**src/rtl/muldiv_pkg.sv**
```systemverilog
// Shared definitions for the RV32M multiply/divide unit: op and FSM encodings,
// datapath width and the special-case result constants.
package muldiv_pkg;

  localparam int unsigned XLEN = 32;

  localparam logic [XLEN-1:0] DIV0_QUOT = 32'hFFFF_FFFF;
  localparam logic [XLEN-1:0] INT_MIN   = 32'h8000_0000;

  typedef enum logic [2:0] {
    OP_MUL    = 3'b000,
    OP_MULH   = 3'b001,
    OP_MULHSU = 3'b010,
    OP_MULHU  = 3'b011,
    OP_DIV    = 3'b100,
    OP_DIVU   = 3'b101,
    OP_REM    = 3'b110,
    OP_REMU   = 3'b111
  } op_e;

  typedef enum logic [1:0] {
    IDLE = 2'd0,
    CALC = 2'd1,
    FIX  = 2'd2,
    DONE = 2'd3
  } state_e;

endpackage

```
**src/rtl/muldiv_unit.sv**
```systemverilog
// Iterative RV32M multiply/divide: 32 shift-add or restoring shift-subtract
// steps on operand magnitudes, then a sign/special-case fix-up cycle.
module muldiv_unit
  import muldiv_pkg::*;
#(
  parameter int unsigned XLEN = 32
) (
  input  logic            clk,
  input  logic            rst,
  input  logic            start,
  input  logic [2:0]      funct3,
  input  logic [XLEN-1:0] op_a,
  input  logic [XLEN-1:0] op_b,
  input  logic [4:0]      rd_in,
  output logic            busy,
  output logic            done,
  output logic [XLEN-1:0] result,
  output logic [4:0]      rd_out,
  output logic            we_out
);

  state_e            state;
  op_e               op;
  logic [2*XLEN-1:0] acc;
  logic [XLEN-1:0]   opr;
  logic [4:0]        cnt;
  logic [4:0]        rd_q;
  logic              neg_q;
  logic              neg_r;
  logic              div0;
  logic              ovf;

  // Operand preparation at acceptance
  logic            is_div;
  logic            a_signed;
  logic            b_signed;
  logic            a_neg;
  logic            b_neg;
  logic [XLEN-1:0] a_mag;
  logic [XLEN-1:0] b_mag;

  always_comb begin
    is_div   = funct3[2];
    a_signed = is_div ? ~funct3[0] : (funct3[1:0] == 2'b01 || funct3[1:0] == 2'b10);
    b_signed = is_div ? ~funct3[0] : (funct3[1:0] == 2'b01);
    a_neg    = a_signed & op_a[XLEN-1];
    b_neg    = b_signed & op_b[XLEN-1];
    a_mag    = a_neg ? (~op_a + 1'b1) : op_a;
    b_mag    = b_neg ? (~op_b + 1'b1) : op_b;
  end

  // One iteration step. Multiply keeps the multiplier in acc's low half and
  // shifts right; divide keeps the dividend there and shifts left.
  logic [XLEN:0]     mul_sum;
  logic [XLEN:0]     rem_sh;
  logic [XLEN:0]     rem_diff;
  logic              rem_ge;
  logic [2*XLEN-1:0] step_acc;

  always_comb begin
    mul_sum  = {1'b0, acc[2*XLEN-1:XLEN]} + {1'b0, (acc[0] ? opr : {XLEN{1'b0}})};
    rem_sh   = acc[2*XLEN-1:XLEN-1];
    rem_diff = rem_sh - {1'b0, opr};
    rem_ge   = (rem_sh >= {1'b0, opr});
    if (op[2]) begin
      step_acc = {(rem_ge ? rem_diff[XLEN-1:0] : rem_sh[XLEN-1:0]), acc[XLEN-2:0], rem_ge};
    end else begin
      step_acc = {mul_sum, acc[XLEN-1:1]};
    end
  end

  // Final result selection
  logic [2*XLEN-1:0] prod;
  logic [XLEN-1:0]   quot;
  logic [XLEN-1:0]   rem;
  logic [XLEN-1:0]   fix_res;

  always_comb begin
    prod = neg_q ? (~acc + 1'b1) : acc;
    quot = neg_q ? (~acc[XLEN-1:0] + 1'b1) : acc[XLEN-1:0];
    rem  = neg_r ? (~acc[2*XLEN-1:XLEN] + 1'b1) : acc[2*XLEN-1:XLEN];
    fix_res = '0;
    unique case (op)
      OP_MUL:                       fix_res = prod[XLEN-1:0];
      OP_MULH, OP_MULHSU, OP_MULHU: fix_res = prod[2*XLEN-1:XLEN];
      OP_DIV, OP_DIVU: begin
        if (div0)     fix_res = DIV0_QUOT;
        else if (ovf) fix_res = INT_MIN;
        else          fix_res = quot;
      end
      // A zero divisor leaves |op_a| as the remainder, which the dividend
      // sign then restores to op_a exactly.
      OP_REM, OP_REMU: fix_res = ovf ? '0 : rem;
      default:         fix_res = '0;
    endcase
  end

  always_ff @(posedge clk) begin
    if (rst) begin
      state  <= IDLE;
      op     <= OP_MUL;
      acc    <= '0;
      opr    <= '0;
      cnt    <= '0;
      rd_q   <= '0;
      neg_q  <= 1'b0;
      neg_r  <= 1'b0;
      div0   <= 1'b0;
      ovf    <= 1'b0;
      busy   <= 1'b0;
      done   <= 1'b0;
      we_out <= 1'b0;
      result <= '0;
      rd_out <= '0;
    end else begin
      done   <= 1'b0;
      we_out <= 1'b0;
      unique case (state)
        IDLE: begin
          if (start) begin
            op    <= op_e'(funct3);
            rd_q  <= rd_in;
            cnt   <= '0;
            busy  <= 1'b1;
            neg_q <= a_neg ^ b_neg;
            if (is_div) begin
              acc   <= {{XLEN{1'b0}}, a_mag};
              opr   <= b_mag;
              neg_r <= a_neg;
              div0  <= (op_b == '0);
              ovf   <= a_signed && (op_a == INT_MIN) && (op_b == '1);
              if (op_b == '0) neg_q <= 1'b0;
            end else begin
              acc   <= {{XLEN{1'b0}}, b_mag};
              opr   <= a_mag;
              neg_r <= 1'b0;
              div0  <= 1'b0;
              ovf   <= 1'b0;
            end
            state <= CALC;
          end
        end
        CALC: begin
          acc <= step_acc;
          cnt <= cnt + 1'b1;
          if (&cnt) state <= FIX;
        end
        FIX: begin
          result <= fix_res;
          rd_out <= rd_q;
          done   <= 1'b1;
          we_out <= (rd_q != '0);
          state  <= DONE;
        end
        DONE: begin
          busy  <= 1'b0;
          state <= IDLE;
        end
        default: state <= IDLE;
      endcase
    end
  end

endmodule

```
**config.mk**
```make
export PLATFORM = sky130hd
export DESIGN_NAME = muldiv_unit
export DESIGN_NICKNAME = d
export VERILOG_FILES = /design/src/rtl/muldiv_pkg.sv /design/src/rtl/muldiv_unit.sv
export SDC_FILE = /design/constraint.sdc
export NUM_CORES = 1
export LEC_CHECK = 0
export CORE_MARGIN = 5
export CORE_UTILIZATION = 35
export DETAILED_ROUTE_END_ITERATION = 7
export MAX_ROUTING_LAYER = met4
export PLACE_DENSITY_LB_ADDON = 0.05
export SLEW_MARGIN = 10
export SYNTH_ARGS = -nofsm -noshare
export SYNTH_HDL_FRONTEND = slang
export SYNTH_SLANG_ARGS = --single-unit
```
**constraint.sdc**
```tcl
create_clock -name clk -period 3.75 [get_ports clk]
set_clock_uncertainty 0.2 [all_clocks]
set_input_delay 0.75 -clock clk [delete_from_list [all_inputs] [get_ports clk]]
set_output_delay 0.75 -clock clk [all_outputs]
set_load 0.02 [all_outputs]
```
After elaboration in Yosys (flattened, before gate mapping). Index checks and enable logic that the tools add are counted.

$add $sub $neg: 8. Multiply operators: 0. Divide/modulo/power cells: 0. Order comparisons: 1. Equal/unequal tests: 16. Shifts and indexed selects: 0. Mux-type cells: 31. Bitwise logic cells: 10. Reduce and logical (&&, ||, !) cells: 18.

Operator list (number): 32-bit 2-to-1 mux (11); 64-bit 2-to-1 mux (3); 32-bit by 1-bit adder with 32-bit output (second input constant) (4); 32-bit inverter (4); 32-bit case mux with 4 select lines (1); 64-bit case mux with 2 select lines (1); 64-bit by 1-bit adder with 64-bit output (second input constant) (1); 32-bit equality test (second input constant) (2); 64-bit inverter (1); 32-bit by 32-bit adder with 33-bit output (1); 33-bit by 32-bit greater-or-equal comparator with 1-bit output (1); 32-bit zero test (1); 32-bit subtractor (1); 3-bit equality test (second input constant) (4); 5-bit case mux with 2 select lines (1); 1-bit 2-to-1 mux (9); 2-bit case mux with 4 select lines (1); 2-bit AND reduction (4); 2-bit equality test (second input constant) (3); 3-bit by 2-bit equality test with 1-bit output (second input constant) (2); 2-bit OR reduction (3); 5-bit by 1-bit adder with 5-bit output (second input constant) (1); 5-bit 2-to-1 mux (1); 5-bit AND reduction (1); other kinds (15) (22).

Register bits after elaboration: 155. Bits in latches: 0. Bits in writable memories: 0. Memory bits (read-only): 0. Input port bits: 75. Output and inout bits: 40. Logic and storage cells: 99. Memories kept: 0.

Longest topological paths before layout. Gate-level depths: netlist of the first run.

Depth in word-level cells: 8. Mapped depth: 15. Mapped depth without buffers: 13.

Worst setup path before layout of the first run. No wires, ideal clock.

Path kind: input port to flip-flop. Start: input op_a[5]. End: register acc[29]. Setup time: 134 ps. Data arrival time: 2895 ps. Required time: 3416 ps. Slack: 521 ps. Stages on the path: 10. Buffers on the path: 1. Path through: or4_1 > nor4_2 > and2_0 > clkbuf_1 > nand2_1 > o31a_1 > xnor2_1 > o22ai_1 > a211oi_1 > a211oi_1.

Longest elaborated chain between the ends: 6.

Ends and longest elaborated chain: from (decl) (line muldiv_unit.sv:12) `input logic [XLEN-1:0] op_a,`; 32-bit inverter (line muldiv_unit.sv:48) `a_mag = a_neg ? (~op_a + 1'b1) : op_a;`; 32-bit by 1-bit adder with 32-bit output (line muldiv_unit.sv:48); 32-bit 2-to-1 mux (line muldiv_unit.sv:48); 32-bit 2-to-1 mux (line muldiv_unit.sv:126) `if (is_div) begin`; 64-bit 2-to-1 mux (line muldiv_unit.sv:120) `if (start) begin`; 64-bit case mux with 2 select lines (line muldiv_unit.sv:118) `unique case (state)`; to (signal assigned) (line muldiv_unit.sv:127) `acc <= {{XLEN{1'b0}}, a_mag};`; to (signal assigned) (line muldiv_unit.sv:134) `acc <= {{XLEN{1'b0}}, b_mag};`; to (signal assigned) (line muldiv_unit.sv:144) `acc <= step_acc;`; to (decl) (line muldiv_unit.sv:24) `logic [2*XLEN-1:0] acc;`.

No other way between the ends. The select of a mux whose other input is x is not followed. A chain may end at the register's enable or synchronous reset.

Final worst setup path of the first run.
Start: register opr[0]. End: register acc[48].

Longest elaborated chain between the ends: 4. Elaborated cells on any way between the ends: 7. Classes of those cells: 2 x add/sub; 1 x order compare; 4 x mux.

Ends and longest elaborated chain: from (decl) (line muldiv_unit.sv:25) `logic [XLEN-1:0] opr;`; from (signal assigned) (line muldiv_unit.sv:128) `opr <= b_mag;`; from (signal assigned) (line muldiv_unit.sv:135) `opr <= a_mag;`; 32-bit 2-to-1 mux, or another cell as far along (line muldiv_unit.sv:61) `mul_sum = {1'b0, acc[2*XLEN-1:XLEN]} + {1'b0, (acc[0] ? opr : {XLEN{1'b0}})};`; 32-bit by 32-bit adder with 33-bit output / 32-bit 2-to-1 mux (equally long branches) (line muldiv_unit.sv:61, muldiv_unit.sv:66); 64-bit 2-to-1 mux (*) (line muldiv_unit.sv:65) `if (op[2]) begin`; 64-bit case mux with 2 select lines (*) (line muldiv_unit.sv:118).

Every way passes the cells marked *; elsewhere a longest branch is shown, timed or not.

==> results of run 1 <==
## path summary, 6_finish.rpt
kind                                  from          to  slack (ns)  depth (start not counted)
worst max-delay path                opr[0]     acc[48]        0.20                         13
worst min-delay path            result[23]  result[23]        0.24                          2
worst max register to register      opr[0]     acc[48]        0.20                         13
worst min register to register  result[23]  result[23]        0.24                          2
## placed cells by master (no fill, tap or decap), types with 80 or more instances in the layout
master,synthesis,final
clkdlybuf4s50_1,0,112
xnor2_1,96,96
nor2_1,282,280
dfxtp_1,155,154
a21oi_1,196,194
nand2_1,228,227
xor2_1,81,81
buf_4,0,212
o21ai_0,136,136
inv_1,80,80
## flip-flops by register name, summed over array words and instances (netlist names)
name / count
acc: 64
opr: 32
result: 32
cnt: 5
rd_out: 5
rd_q: 5
op: 3
state: 2
busy: 1
div0: 1
done: 1
neg_q: 1
neg_r: 1
ovf: 1
we_out: 1
## layer usage
layer | GRT usage, % | wire (um)
met5 | - | 0
met4 | 10.0 | 2540
met3 | 4.51 | 3990
met2 | 45.1 | 30800
met1 | 36.5 | 29500
## stage by stage
step / hold slack (ns) / setup WS [ns] / power (mW)
floorplan: 0.232 / 0.521 / 6.16
global placement: 0.227 / 0.0218 / 8.82
detailed placement: 0.235 / 0.0249 / 8.84
CTS: 0.245 / 0.0822 / 10.6
global route: 0.260 / 0.0319 / 11.4
finish: 0.240 / 0.200 / 10.7
## area by class of cell
type / instances / area, um^2
Tap cell: 585 / 732
Antenna cell: 1 / 2.50
Sequential cell: 155 / 3100
Multi-Input combinational cell: 1779 / 11200
Inverter: 80 / 300
Fill cell: 4514 / 24200
Timing Repair Buffer: 331 / 2840
Clock buffer: 20 / 447
Clock inverter: 12 / 128
## logic make-up after synthesis
| logic type | after synthesis |
|---|---|
| fa+ha+maj | 78 |
| buf+inv | 236 |
| xor+xnor | 177 |
| simple gates | 787 |
| flops | 155 |
| compound gates | 671 |
| mux | 66 |
## power groups by stage
stage / Combinational, mW / Clock [mW] / Sequential (mW)
global route: 7.03 / 1.90 / 2.43
CTS: 6.45 / 1.83 / 2.37
floorplan: 3.78 / 0 / 2.38
finish: 6.52 / 1.79 / 2.37
global placement: 6.42 / 0 / 2.40
detailed placement: 6.43 / 0 / 2.41
## worst max-delay path, delay by kind of cell, from the launching register on
kind	cells	cell delay, ns
AOI/OAI and AO/OA	6	1.37
adders and majority gates	2	0.62
DFF	1	0.46
xor gates and xnor gates	1	0.27
buffers and inverters	2	0.25
muxes	2	0.25
## cells in the mapped netlist (all sizes together), types with 14 or more instances
master,n,area (um^2)
nor2,284,1070
nand2,228,856
a21oi,196,981
o21ai,161,810
dfxtp,155,3100
clkbuf,132,497
xnor2,96,841
xor2,81,709
inv,80,300
ha,76,951
nor3,75,387
a211oi,64,480
nand3,37,185
mux2i,34,340
mux2,32,360
o211ai,29,218
a22oi,27,203
nand4,27,169
a21o,26,195
nor4,25,175
a31oi,24,156
buf,24,126
o31ai,21,158
or3,21,146
nand2b,18,113
or4,17,146
and2,14,87.6
o22ai,14,87.6
==> flow_metrics.env, run 1 <==
export IMPL_status="finished, final reports clean"
export IMPL_fin_crit_ns=3.55
export IMPL_h_tree_depth=4
export IMPL_syn_nets=2323
export IMPL_crit_type="reg2reg"
export IMPL_totalWireLength_mm=66.8
export IMPL_wire_per_inst_um=22.6
export IMPL_clock_power_share_pct=16.8
export IMPL_post_cts_setup_buffers=0
export IMPL_cts_tree="built"
export IMPL_synth_simple_area_share_pct=23.9
export IMPL_grt_first_pass_wirelength_mm=101
export IMPL_cts_buffers=17
export IMPL_grt_max_degree=78
export IMPL_core_area_um2=42900
export IMPL_drive_gt1_share_pct=13.3
export IMPL_synth_edf_count=0
export IMPL_maxSlewHeadroom_pct=41.2
export IMPL_tns_ns=0
export IMPL_synth_seq_cells=155
export IMPL_placed_cell_area_um2=18100
export IMPL_synth_xor_area_share_pct=10.2
export IMPL_syn_to_final_growth_pct=23.6
export IMPL_hold_buffers=0
export IMPL_stdcell_area_um2=18700
export IMPL_worst_slew_pin_slew_ns=0.881
export IMPL_grt_pass1_vias=16500
export IMPL_drv_cap=0
export IMPL_post_route_drc_count=0
export IMPL_required_ns=3.89
export IMPL_synthMuxAreaShare_pct=4.63
export IMPL_place_port_buffers=114
export IMPL_layoutNonFillerInstCount=2963
export IMPL_synth_cells=2170
export IMPL_numPlacedInstances=2930
export IMPL_p_switching_mw=5.28
export IMPL_antenna_found_initial=1
export IMPL_ioPinCount=115
export IMPL_netlist_area_um2=15100
export IMPL_synthAdderAreaFrac_pct=6.55
export IMPL_clock_latency_ns=0.46
export IMPL_setup_violations=0
export IMPL_grt_usage_pct=28.3
export IMPL_cts_clk_slew_worst_paths_ns=0.07
export IMPL_synthFlopType="dfxtp_1"
export IMPL_cp_max_fo=3
export IMPL_synth_top_family_by_area="compound AO/OA/AOI/OAI gates"
export IMPL_hold_class="reg2reg"
export IMPL_combPwrFrac_pct=61.0
export IMPL_num_rows=76
export IMPL_nets=2517
export IMPL_die_h_um=218
export IMPL_globalplace_congestion=0.996
export IMPL_slew_violations=0
export IMPL_max_stage_delay_ns=0.46
export IMPL_ys_seq_area_share_pct=20.5
export IMPL_hold_viol_final=0
export IMPL_power_density_nw_per_um2=571
export IMPL_period_share_pct=94.7
export IMPL_grt_overflow_total=0
export IMPL_worstSetupEndpointType="flip-flop"
export IMPL_ant_nets=0
export IMPL_cts_root_buf="clkbuf_16"
export IMPL_seqPwrFrac_pct=22.2
export IMPL_num_vias=17000
export IMPL_fin_util_pct=43.6
export IMPL_cp_slowest_cell="dfxtp_1"
export IMPL_clockBufferDepth=2
export IMPL_crit_path_cell_trace="ha_1 -> inv_1 -> fa_1 -> a21oi_1 -> o2bb2ai_1 -> o41ai_1 -> buf_4 -> o31a_1 -> o21ai_0 -> xor2_1 -> mux2_2 -> mux2i_1 -> o21ai_0"
export IMPL_post_cts_resized=0
export IMPL_cp_start_kind="flip-flop"
export IMPL_vdd_ir_drop_worst_v=0.000535
export IMPL_synth_cell_types=76
export IMPL_place_hpwl_mm=53.2
export IMPL_drtIter0Drc=1205
export IMPL_cp_common_cell="o21ai_0"
export IMPL_timing_fmax_mhz=282
export IMPL_start_util_pct=35.3
export IMPL_clkSinkCount=155
export IMPL_dieArea_um2=47500
export IMPL_viasPerCell=5.72
export IMPL_grt_setup_unrepaired="false"
export IMPL_synth_warnings=0
export IMPL_ys_async_sr_fraction_pct=0
export IMPL_synth_compound_area_share_pct=28.0
export IMPL_p_int_mw=5.40
export IMPL_syn_avg_cell_area_um2=6.98
export IMPL_p_leak_nw=7.54
export IMPL_switching_share_pct=49.4
export IMPL_fp_dieW_um=218
export IMPL_dr_pass1_iters=6
export IMPL_arrival_ns=3.69
Note: power is estimated with default switching activity, not from simulation.
==> run 2: changes to the inputs <==
GPL_TIMING_DRIVEN = 1   (was not set)
clock period = 3.6 ns   (was 3.75 ns; I/O delays follow)
==> run 2 against run 1 <==
  * Sequential cell count unchanged
  * Critical endpoint is now acc[53]
  * Core utilization increased by 1.3 points
  * Highest routed layer unchanged
  * Largest power group unchanged
  * Via count increased by 0.17%
==> flow_metrics.env, run 2 (synthesis results as in run 1) <==
export IMPL_wl_met3_mm=4.21
export IMPL_largest_registers="acc (64), opr (32), result (32)"
export IMPL_start_util_pct=35.3
export IMPL_hold_viol_final=0
export IMPL_final_common_cell="nor2_1"
export IMPL_grt_overflow_total=0
export IMPL_num_antenna_cells=0
export IMPL_fin_crit_ns=3.42
export IMPL_cp_max_fo=18
export IMPL_cp_slowest_cell="dfxtp_1"
export IMPL_wire_per_inst_um=21.2
export IMPL_cts_tree="built"
export IMPL_vdd_ir_drop_worst_v=0.000344
export IMPL_grt_usage_pct=27.1
export IMPL_cp_start_kind="flip-flop"
export IMPL_highest_layer="met4"
export IMPL_cts_root_buf="clkbuf_16"
export IMPL_totalWireLength_mm=64.2
export IMPL_hold_class="reg2reg"
export IMPL_viasPerCell=5.61
export IMPL_syn_to_final_growth_pct=27.3
export IMPL_clock_latency_ns=0.46
export IMPL_setup_violations=0
export IMPL_power_density_nw_per_um2=576
export IMPL_num_rows=76
export IMPL_regMostFlops="acc"
export IMPL_cts_clk_slew_worst_paths_ns=0.07
export IMPL_die_h_um=218
export IMPL_slew_violations=0
export IMPL_num_vias=17000
export IMPL_ant_nets=0
export IMPL_cts_buffers=17
export IMPL_h_tree_depth=4
export IMPL_fp_dieW_um=218
export IMPL_clkSinkCount=155
export IMPL_dieArea_um2=47500
export IMPL_clockBufferDepth=2
export IMPL_drive_gt1_share_pct=16.0
export IMPL_arrival_ns=3.57
export IMPL_period_share_pct=95.1
export IMPL_grt_pass1_vias=16400
export IMPL_timing_fmax_mhz=292
export IMPL_grt_max_degree=81
export IMPL_worstSetupEndpointType="flip-flop"
export IMPL_core_area_um2=42900
export IMPL_max_stage_delay_ns=0.66
export IMPL_place_hpwl_mm=51.4
export IMPL_numPlacedInstances=2996
export IMPL_worst_slew_pin_slew_ns=1.14
export IMPL_globalplace_congestion=0.941
export IMPL_drv_cap=0
export IMPL_nets=2585
export IMPL_maxSlewHeadroom_pct=24.2
export IMPL_mostFrequentLayoutCells="nor2_1 (280), buf_4 (277), nand2_1 (227), a21oi_1 (194), dfxtp_1 (153)"
export IMPL_crit_path_cell_trace="ha_1 -> nand4_1 -> nor4_1 -> o211ai_1 -> nand3_1 -> a31oi_4 -> buf_12 -> buf_4 -> nand2_1 -> o21ai_1 -> a221o_1"
export IMPL_status="finished, final reports clean"
export IMPL_drtIter0Drc=1267
export IMPL_post_route_drc_count=0
export IMPL_antenna_found_initial=0
export IMPL_ioPinCount=115
export IMPL_place_port_buffers=114
export IMPL_fill_cells=4474
export IMPL_p_leak_nw=7.91
export IMPL_crit_type="reg2reg"
export IMPL_largest_reg_flops=64
export IMPL_layoutNonFillerInstCount=3030
export IMPL_required_ns=3.75
export IMPL_dr_pass1_iters=5
export IMPL_wl_met2_mm=28.9
export IMPL_hold_worst_slack_ns=0.243
export IMPL_fin_util_pct=44.9
export IMPL_hold_buffers=0
export IMPL_grt_first_pass_wirelength_mm=97.2
export IMPL_met1_length_mm=28.6
[run 2: changes by cell type in the layout (fill, tap and decap cells not counted), moves of 2 or more]
cell	previous run	this run
buf_4	212	277
clkinvlp_4	3	1
clkinv_2	0	2
o21ai_1	23	25
o21ai_0	136	134
inv_8	2	4
buf_12	6	9
[run 2: final cells by class]
cell class                 count  area (um^2)  area share, %
timing repair buffer         399         3390           17.6
clock buffer                  18          429           2.23
inverter                      80          300           1.56
clock inverter                14          131          0.682
tap                          585          732           3.80
multi-input combinational   1779        11200           58.0
sequential                   155         3110           16.1
[run 2: what timing repair did]
item,CTS,global route
endpoints found under the setup margin,0,16
gates resized for setup,0,14
buffers inserted,0,2
[run 2: per-stage QoR]
stage	worst slack [ns]	instance area, um^2	setup TNS, ns	power (mW)
3_3_place_gp	-0.0819	18600	-0.332	9.19
4_1_cts	0.0227	19200	0	11.0
3_5_place_dp	-0.148	18600	-0.852	9.20
6_report	0.178	19300	0	11.1
2_1_floorplan	0.397	15100	0	6.42
5_1_grt	-0.0107	19300	-0.0107	11.9
[run 2: worst paths after layout]
kind | startpoint | to | slack, ns | cells past startpoint
worst min register to register | result[1] | result[1] | 0.24 | 2
worst min-delay path | result[1] | result[1] | 0.24 | 2
worst max-delay path | acc[45] | acc[53] | 0.18 | 11
worst max register to register | acc[45] | acc[53] | 0.18 | 11
[run 2: where the power goes]
part           total (mW)  leakage, nW  internal (mW)  switching, mW
Sequential           2.46         1.27           2.09          0.368
Clock                1.80        0.276          0.914          0.891
Combinational        6.82         6.37           2.69           4.14
Total                11.1         7.91           5.70           5.40
[run 2: metal layers]
layer	global-route usage, %	up-vias
li1	-	8355
met1	34.9	8007
met2	42.2	536
met3	5.64	93
met4	9.94	0
met5	-	-
[run 2: critical path, delay by kind of cell (launching register included)]
kind / cells / cell delay (ns)
buffers and inverters: 2 / 0.34
DFF: 1 / 0.66
AOI/OAI and AO/OA: 4 / 0.75
and+or+nand+nor: 4 / 1.00
adders and majority gates: 1 / 0.34
==> run 3: changes to the inputs <==
ABC_AREA = 0   (was not set)
==> results of run 3 <==
No change in the layout: final DEF, timing and power equal those of run 2.
